<file path="src/rtl/mux_pkg.sv">
// Shared defaults and the select-width helper for the registered N-way mux.
package mux_pkg;

  localparam int MUX_W_DEF = 32;
  localparam int MUX_N_DEF = 16;

  // Width of a channel index for an n-channel mux; never narrower than 1 bit.
  function automatic int sel_w(input int n);
    return (n > 1) ? $clog2(n) : 1;
  endfunction

endpackage

</file>
<file path="src/rtl/mux_rr_ptr.sv">
// Wrapping SW-bit round-robin pointer with enable and synchronous active-low reset.
module mux_rr_ptr #(
  parameter int SW = 4
) (
  input  logic          clk,
  input  logic          rst_n,
  input  logic          en,
  output logic [SW-1:0] ptr
);

  // N is a power of two, so natural SW-bit overflow gives the N-1 -> 0 wrap.
  always_ff @(posedge clk) begin
    if (!rst_n)  ptr <= '0;
    else if (en) ptr <= ptr + SW'(1);
  end

endmodule

</file>
<file path="src/rtl/mux_n_reg.sv">
// N-way W-bit mux with a one-slot registered output and valid/ready handshakes.
// Define MUX_N_REG_RR_EN to add the rr_mode port and round-robin channel scan.
module mux_n_reg
  import mux_pkg::*;
#(
  parameter int W  = MUX_W_DEF,
  parameter int N  = MUX_N_DEF,
  parameter int SW = sel_w(N)
) (
  input  logic           clk,
  input  logic           rst_n,
  input  logic [N*W-1:0] in_flat,
  input  logic [SW-1:0]  sel,
  input  logic           req_valid,
  output logic           req_ready,
`ifdef MUX_N_REG_RR_EN
  input  logic           rr_mode,
`endif
  output logic [W-1:0]   out_data,
  output logic [SW-1:0]  out_sel,
  output logic           out_valid,
  input  logic           out_ready
);

  logic [N-1:0][W-1:0] chans;
  logic [SW-1:0]       ch;
  logic                accept;

  assign chans     = in_flat;
  assign req_ready = ~out_valid | out_ready;
  assign accept    = req_valid & req_ready;

`ifdef MUX_N_REG_RR_EN
  logic [SW-1:0] rr_ptr;

  mux_rr_ptr #(.SW(SW)) u_rr_ptr (
    .clk   (clk),
    .rst_n (rst_n),
    .en    (accept & rr_mode),
    .ptr   (rr_ptr)
  );

  assign ch = rr_mode ? rr_ptr : sel;
`else
  assign ch = sel;
`endif

  // Accept wins over drain, so a simultaneous accept+drain reloads with valid held.
  always_ff @(posedge clk) begin
    if (!rst_n) begin
      out_valid <= 1'b0;
      out_data  <= '0;
      out_sel   <= '0;
    end else if (accept) begin
      out_valid <= 1'b1;
      out_data  <= chans[ch];
      out_sel   <= ch;
    end else if (out_ready) begin
      out_valid <= 1'b0;
    end
  end

endmodule

</file>
<file path="config.mk">
export PLATFORM = sky130hd
export DESIGN_NAME = mux_n_reg
export DESIGN_NICKNAME = d
export VERILOG_FILES = /design/src/rtl/mux_pkg.sv /design/src/rtl/mux_rr_ptr.sv /design/src/rtl/mux_n_reg.sv
export SDC_FILE = /design/constraint.sdc
export NUM_CORES = 1
export LEC_CHECK = 0
export CORE_AREA = 2 2 216 218
export CTS_CLUSTER_DIAMETER = 100
export DETAILED_ROUTE_END_ITERATION = 16
export DIE_AREA = 0 0 218 220
export SLEW_MARGIN = 20
export SYNTH_ARGS = -nofsm -noshare
export SYNTH_HDL_FRONTEND = slang
export SYNTH_SLANG_ARGS = --single-unit
</file>
<file path="constraint.sdc">
create_clock -name clk -period 2.8 [get_ports clk]
set_input_delay 0.56 -clock clk [delete_from_list [all_inputs] [get_ports clk]]
set_output_delay 0.56 -clock clk [all_outputs]
set_load 0.02 [all_outputs]
</file>
**Word level (Yosys, flattened, before mapping)**

Index checks and enable logic that the tools add are counted.
W data, S select, Z words.

- Register bits: 37
- Input port bits: 520
- Output and inout bits: 38
- Word-level logic and storage cells: 12

- Magnitude comparators: 1
- Multiplexer cells: 4
- Bitwise gates (word level): 3
- Reduce and logical (&&, ||, !) cells: 1

Operators with widths:

| operator | number |
|---|---|
| $bmux W32 S4 | 1 |
| $mux W32 | 1 |
| $lt A4 B5 Y1 const B | 1 |
| $mux W1 | 2 |
| $reduce_bool A2 Y1 | 1 |
| $and A1 B1 Y1 | 1 |
| $not A1 Y1 | 1 |
| $or A1 B1 Y1 | 1 |

**Longest topological paths before layout**

Gate-level depths: netlist of run 1.

- Word-level depth: 4
- Gate-level depth with buffers: 7
- Mapped depth without buffers: 4

**Least setup slack after synthesis of run 1**

OpenSTA, ideal clock, no wires.

- Kind: input port to flip-flop
- Start point: in sel[2]
- End point: reg out_data[0]
- Library setup time: 0.122 ns
- Arrival time: 2.107 ns
- Required time: 2.678 ns
- Slack: 0.571 ns
- Stages on the path: 5
- Path buffers: 2
- Cell sequence: clkbuf_1 buf_1 mux4_2 mux2_2 a221o_1

- Word-level cells in the longest chain between the ends: 2

RTL lines:

| what | RTL line | source |
|---|---|---|
| start: declaration | mux_n_reg.sv:13 | `input logic [SW-1:0] sel,` |
| $bmux W32 S4 | mux_n_reg.sv:56 | `out_data <= chans[ch];` |
| $mux W32 (implied by the code) | mux_n_reg.sv:56 |  |
| end signal: assignment | mux_n_reg.sv:56 |  |
| end: declaration | mux_n_reg.sv:19 | `output logic [W-1:0] out_data,` |

No other way between the ends. The select of a mux whose other input is x is not followed.
A chain may end at the register's enable or synchronous reset.

**Worst setup path after layout of run 1**

- Start point: in out_ready
- End point: out req_ready

- Word-level cells in the longest chain between the ends: 1

RTL lines:

| what | RTL line | source |
|---|---|---|
| start: declaration | mux_n_reg.sv:22 | `input logic out_ready` |
| $or A1 B1 Y1 | mux_n_reg.sv:30 | `assign req_ready = ~out_valid \| out_ready;` |
| end: declaration | mux_n_reg.sv:15 | `output logic req_ready,` |

No other way between the ends.

==> summary.md, run 1 <==
| Metric | Value |
|---|---|
| Outcome | finished, final reports clean |
| Fin Setup TNS | 0 ps |
| Asr flop ratio synth | 0% |
| Worst slew pin tran | 1100 ps |
| Overall power | 3.03 mW |
| Ports | 558 |
| Wire length per cell | 20.2 µm |
| Kind of end point of the critical path | primary output |
| First-pass GRT wire length | 42.1 mm |
| TritonCTS clock tree | done |
| CTS Hold Bufs | 0 |
| Syn_area_per_cell | 14.2 µm² |
| Finished layout cell area | 0.0117 mm² |
| Most used cell, CP | clkdlybuf4s50_1 |
| Final setup viols | 0 |
| Largest net degree at the start of global routing | 54 |
| Synth Area in Simple Gates | 3.69% |
| # rows | 79 |
| Yosys warning count | 0 |
| Post-CTS sizing | 0 |
| Fillcell total | 4,837 |
| Diodes inserted | 0 |
| Compound-Gate Fraction of Synth Area | 7.04% |
| Vias in the first global route | 6,510 |
| Syn-to-layout area delta | 130% |
| Die Y | 220 µm |
| Layout cell share with drive strength beyond 1 | 22.3% |
| Top_reg_cell synth | dfxtp_1 |
| Hold Crit Class | flop to flop |
| Grt total ovfl | 0 |
| Num CTS Buffers | 5 |
| Initial Utilization | 11.1% |
| PD cells | 259 mW/mm² |
| RSZ-0062 raised after global routing | no |
| Clk slew on worst S/H paths | 60 ps |
| Cell Area, Placed | 0.0115 mm² |
| Largest family of logic cells by synthesized area | multiplexers |
| Kind of critical path | primary input to primary output |
| Post-synth cell types | 17 |
| Peak supply drop | 0.200 mV |
| Antenna Violating Nets Remaining | 0 |
| NumNets Final | 1,426 |
| IO buf count | 557 |
| Vias | 6,058 |
| Critical Path, Cell by Cell | clkdlybuf4s50_1, nand2b_1, clkdlybuf4s50_1 |
| CP Buf/Inv Count | 2 |
| Data required, critical path | 2240 ps |
| HPWL Detailed | 25.9 mm |
| XOR/XNOR share of the synthesized area | 0% |
| Worst path max stage delay | 620 ps |
| Worst Path Arrival | 1770 ps |
| Core area | 0.0459 mm² |
| Synth top area cells | mux4_2, dfxtp_1, mux2_2 |
| Seq cells post-synth | 37 |
| Area of the multi-input gates | 0.00412 mm² |
| Mux share of post-synthesis cell area | 70.1% |
| GPL Wtd Cong | 0.870 |
| DRC | 0 |
| Post-CTS Setup Inserts | 0 |
| Top cell type's share of synthesized area | 56.7% |
| Final Critical Period | 2330 ps |
| Top cell type by total area after synthesis | mux4_2 |
| Sink Count | 37 |
| Max cap viols | 0 |
| CP Max Fanout | 3 |
| Maximum root-to-sink buffer count | 2 |
| DRT iter0 DRCs | 273 |
| Initial antenna violation count | 3 |
| Die footprint | 0.0480 mm² |
| GRT Util Overall | 12.0% |
| DRT Pass-1 Iters | 6 |
| Final Hold Viols | 0 |
| Post-DR vias/cell | 4.00 |
| FF/Latch Area | 741 µm² |
| Slew Limit Fails | 0 |
| Worst slew margin | 26.3% |
| Sequential-to-total area share from yosys stat | 14.6% |
| Syn Inst Count | 359 |
| Fmax | 429 MHz |
| Type of origin of the critical path | primary input |
| Slowest CP cell | clkdlybuf4s50_1 |
| EDFF count, synth | 0 |
| Pleak | 4.08 nW |
| Die width | 218 µm |
| Netlist Area Pre-Place | 0.00509 mm² |
| Worst-skew pair later-pin latency | 330 ps |
| Post-Syn Nets | 879 |
| Final period utilization | 83.2% |
| CP top delay family | buffers and inverters |
| Synth Area in Adders | 0% |
| DRT Wirelength | 30.6 mm |
| Most frequent cell after synthesis | mux4_2 |
| CTS H-tree lvls | 2 |
| Root buffer cell | clkbuf_16 |
| Synth cell count leaders | mux4_2, dfxtp_1, nor2_1 |
| Setup Skew | 11.8 ps |
power by group:
| group | internal (mW) | switching [mW] | total (mW) |
|---|---|---|---|
| sequential | 0.575 | 0.0277 | 0.602 |
| combinational | 1.16 | 0.508 | 1.66 |
| clock | 0.447 | 0.316 | 0.763 |
per-stage QoR:
step	utilization [%]	hold WS (ps)	setup WS (ps)	cells
6_report	25.6	477	471	1514
5_1_grt	25.6	501	426	1514
4_1_cts	25.6	477	472	1514
3_5_place_dp	25.2	467	237	1506
3_3_place_gp	25.2	458	273	1506
2_1_floorplan	-	541	571	359
final cells by class:
cell class                      instances  share of cell area (%)
Timing Repair Buffer                  586                    50.5
Multi-Input combinational cell        275                    35.1
Tap cell                              607                    6.48
Sequential cell                        37                    6.32
Clock buffer                            6                    1.19
Clock inverter                          2                   0.320
Inverter                                1                  0.0320
per-layer routing:
| metal | vias to the layer above | GRT usage [%] | routed length, µm |
|---|---|---|---|
| met5 | - | 0 | 12 |
| li1 | 2692 | - | - |
| met2 | 339 | 20.5 | 15100 |
| met3 | 24 | 3.11 | 2760 |
| met4 | 2 | 4.65 | 747 |
| met1 | 3001 | 14.3 | 12000 |
state kept, by name, indices dropped and copies added (netlist names):
register	flops
out_valid	1
out_sel	4
out_data	32
placed cells by master, fill, tap and decap left out, drive strengths merged:
master,instances
mux4,128
buf,31
nand4b,1
clkdlybuf4s50,554
nand2,6
a221o,32
and2,1
a21boi,5
dfxtp,37
nand3,4
nor2,33
mux2,32
bufinv,1
clkbuf,7
inv,1
nand2b,1
mux2i,32
clkinvlp,1
tightest hold or removal path, delay by kind of cell (launching register included):
kind	cells	cell delay (ps)
AOI/OAI and AO/OA	1	70
and+or+nand+nor	1	50
DFF	1	310
worst paths after layout:
path / from / to / slack (ps) / cells after the start
min: out_sel[3] / out_sel[3] / 480 / 2
max reg2reg: out_valid / out_data[20] / 1020 / 4
max: out_ready / req_ready / 470 / 3
min reg2reg: out_sel[3] / out_sel[3] / 480 / 2
kinds of logic (layout without fill, tap and decap cells):
kind of cell | after synthesis | after routing
buf+inv | 47 | 595
simple gates | 46 | 46
flops | 37 | 37
compound gates | 37 | 37
mux | 192 | 192
Note: power is estimated with default switching activity, not from simulation.
==> inputs of run 2 (changes only) <==
==> constraint.sdc (replaced) <==
create_clock -name clk -period 2.4 [get_ports clk]
set_input_delay 0.48 -clock clk [delete_from_list [all_inputs] [get_ports clk]]
set_output_delay 0.48 -clock clk [all_outputs]
set_load 0.02 [all_outputs]
==> run 2 against run 1 <==
Compared with the run above: utilization is 0.33 points higher; count of clock-buffer cells in the layout stayed put; first-iteration DRC count is 1.8% higher; register-to-register slack worse by 340 ps; die area stayed put; largest power group unchanged; critical path depth is 1 higher; critical endpoint unchanged; combinational power is 19% higher; sequential cell count stayed put.
==> summary.md, run 2 (synthesis results as in run 1) <==
| Metric | Value |
|---|---|
| Data required, critical path | 1920 ps (-320 ps) |
| CP Max Fanout | 7 (+4) |
| Pleak | 4.17 nW (+2.3%) |
| Outcome | finished, final reports clean |
| Worst slew pin tran | 1090 ps (-8.58 ps) |
| Max FFs per register | 32 (unchanged) |
| Vias in the first global route | 6,778 (+4.1%) |
| Reg2reg setup slack | 680 ps (-340 ps) |
| Setup ws final | 131 ps (-340 ps) |
| DRT iter0 DRCs | 278 (+1.8%) |
| Core area | 0.0459 mm² (unchanged) |
| Layout cell share with drive strength beyond 1 | 23.7% (+1.4 points) |
| Worst setup endpoint | req_ready |
| Commonest non-fill, non-tap cell in the layout | clkdlybuf4s50_1 |
| Setup Skew | 6.32 ps (-5.50 ps) |
| Biggest register | out_data |
| TritonCTS clock tree | done |
| Syn-to-layout area delta | 133% |
| Biggest regs | out_data x32, out_sel x4, out_valid x1 |
| Wire length per cell | 20.1 µm (-0.66%) |
| Largest net degree at the start of global routing | 36 (-33%) |
| CTS H-tree lvls | 2 (unchanged) |
| Maximum root-to-sink buffer count | 2 (unchanged) |
| Antenna Violating Nets Remaining | 0 (unchanged) |
| IO buf count | 557 (unchanged) |
| Max cap viols | 0 (unchanged) |
| DRT Wirelength | 30.8 mm (+0.59%) |
| Final hold slack | 467 ps (-9.73 ps) |
| Most frequent cells in the layout | clkdlybuf4s50_1, mux4_2, dfxtp_1 |
| Cells on worst reg2reg path | 4 (unchanged) |
| Post-DR vias/cell | 3.99 (-0.33%) |
| DRC | 0 (unchanged) |
| Hold Crit Class | flop to flop |
| NumNets Final | 1,444 (+1.3%) |
| Clk slew on worst S/H paths | 70 ps (about the same) |
| Num CTS Buffers | 5 (unchanged) |
| Kind of end point of the critical path | primary output |
| Fmax | 441 MHz |
| Crit. Startpoint | out_ready |
| Die footprint | 0.0480 mm² (unchanged) |
| Final Critical Period | 2270 ps |
| Die width | 218 µm (unchanged) |
| GRT Util Overall | 12.0% (-0.014 points) |
| Final Hold Viols | 0 (unchanged) |
| Die Y | 220 µm (unchanged) |
| Worst Path Arrival | 1790 ps (+20 ps) |
| Type of origin of the critical path | primary input |
| GPL Wtd Cong | 0.870 (about the same) |
| Final setup viols | 0 (unchanged) |
| Grt total ovfl | 0 (unchanged) |
| RSZ-0062 raised after global routing | no |
| Sink Count | 37 (unchanged) |
| Fillcell total | 4,814 (-0.48%) |
| Min-delay src | out_sel[0] |
| # rows | 79 (unchanged) |
| Post-CTS sizing | 0 (unchanged) |
| Final period utilization | 94.5% |
| RR Startpoint | out_valid |
| Slew Limit Fails | 0 (unchanged) |
| Root buffer cell | clkbuf_16 |
| DRT Pass-1 Iters | 6 (unchanged) |
| RR Endpoint | out_data[1] |
| Ports | 558 (unchanged) |
| First-pass GRT wire length | 42.2 mm (+0.15%) |
| Vias | 6,114 (+0.92%) |
| Worst slew margin | 26.9% (+0.57 points) |
| PD cells | 286 mW/mm² (+11%) |
| Post-CTS Setup Inserts | 0 (unchanged) |
| Peak supply drop | 0.200 mV (about the same) |
| Kind of critical path | primary input to primary output |
| HPWL Detailed | 26.8 mm (+3.4%) |
| Pre-CTS worst setup slack | -2.47 ps (-240 ps) |
| Initial antenna violation count | 5 (+2) |
| CTS Hold Bufs | 0 (unchanged) |
| Worst-skew pair later-pin latency | 300 ps (-30 ps) |
| Initial Utilization | 11.1% (unchanged) |
==> run 2: how the worst min path moves through the flow <==
stage / end / slack, ps / cells after the start
CTS: out_sel[2] / 470 / 2
global placement: out_sel[0] / 450 / 2
floorplan: out_sel[0] / 540 / 2
detailed placement: out_sel[2] / 460 / 2
finish: out_sel[0] / 470 / 2
global route: out_data[23] / 500 / 1
==> run 2: layer usage <==
| metal | up-vias | track usage [%] | part of all wire [%] |
|---|---|---|---|
| met3 | 29 | 2.80 | 8.1 |
| li1 | 2722 | - | - |
| met4 | 4 | 3.92 | 2.4 |
| met2 | 356 | 21.0 | 50 |
| met1 | 3003 | 14.3 | 40 |
| met5 | - | 0 | 0.097 |
==> run 2: area by class of cell <==
type	count	area (µm²)	area share, %
flip-flops and latches	37	741	6.24
clock buffers	6	129	1.09
inverters	1	3.75	0.0316
clock inverters	2	10.0	0.0843
well taps	607	759	6.40
diodes	1	2.50	0.0211
repair buffers	604	6110	51.4
multi-input cells	275	4120	34.7
==> run 2: critical path, cell delays in order <==
cell and delay (ps):
clkdlybuf4s50_1 450, nand2b_1 110, buf_4 150, clkdlybuf4s50_1 600
==> run 2: report_power, final <==
part	switching [mW]	total (mW)	leakage, nW	internal (mW)
logic	0.606	1.98	3.80	1.38
registers	0.0343	0.705	0.305	0.671
clock network	0.323	0.707	0.0706	0.384
total	0.963	3.39	4.17	2.43
==> run 2: per-stage QoR <==
stage	instances	power, mW	cell area (µm²)	TNS, ps	util, %
floorplan	359	1.47	5090	0	-
global placement	1524	2.70	11700	0	25.6
detailed placement	1524	2.71	11700	-2.47	25.6
CTS	1532	3.47	11900	0	25.9
global route	1532	3.58	11900	0	25.9
finish	1533	3.39	11900	0	25.9
==> inputs of run 3 (changes only) <==
--- a/config.mk
+++ b/config.mk
@@ -6,10 +6,9 @@
 export NUM_CORES = 1
 export LEC_CHECK = 0
 export CORE_AREA = 2 2 216 218
-export CTS_CLUSTER_DIAMETER = 100
+export CTS_CLUSTER_DIAMETER = 200
 export DETAILED_ROUTE_END_ITERATION = 16
 export DIE_AREA = 0 0 218 220
-export SLEW_MARGIN = 20
 export SYNTH_ARGS = -nofsm -noshare
 export SYNTH_HDL_FRONTEND = slang
 export SYNTH_SLANG_ARGS = --single-unit
==> results of run 3 <==
The final DEF is identical to that of run 2; final timing and power are the same.
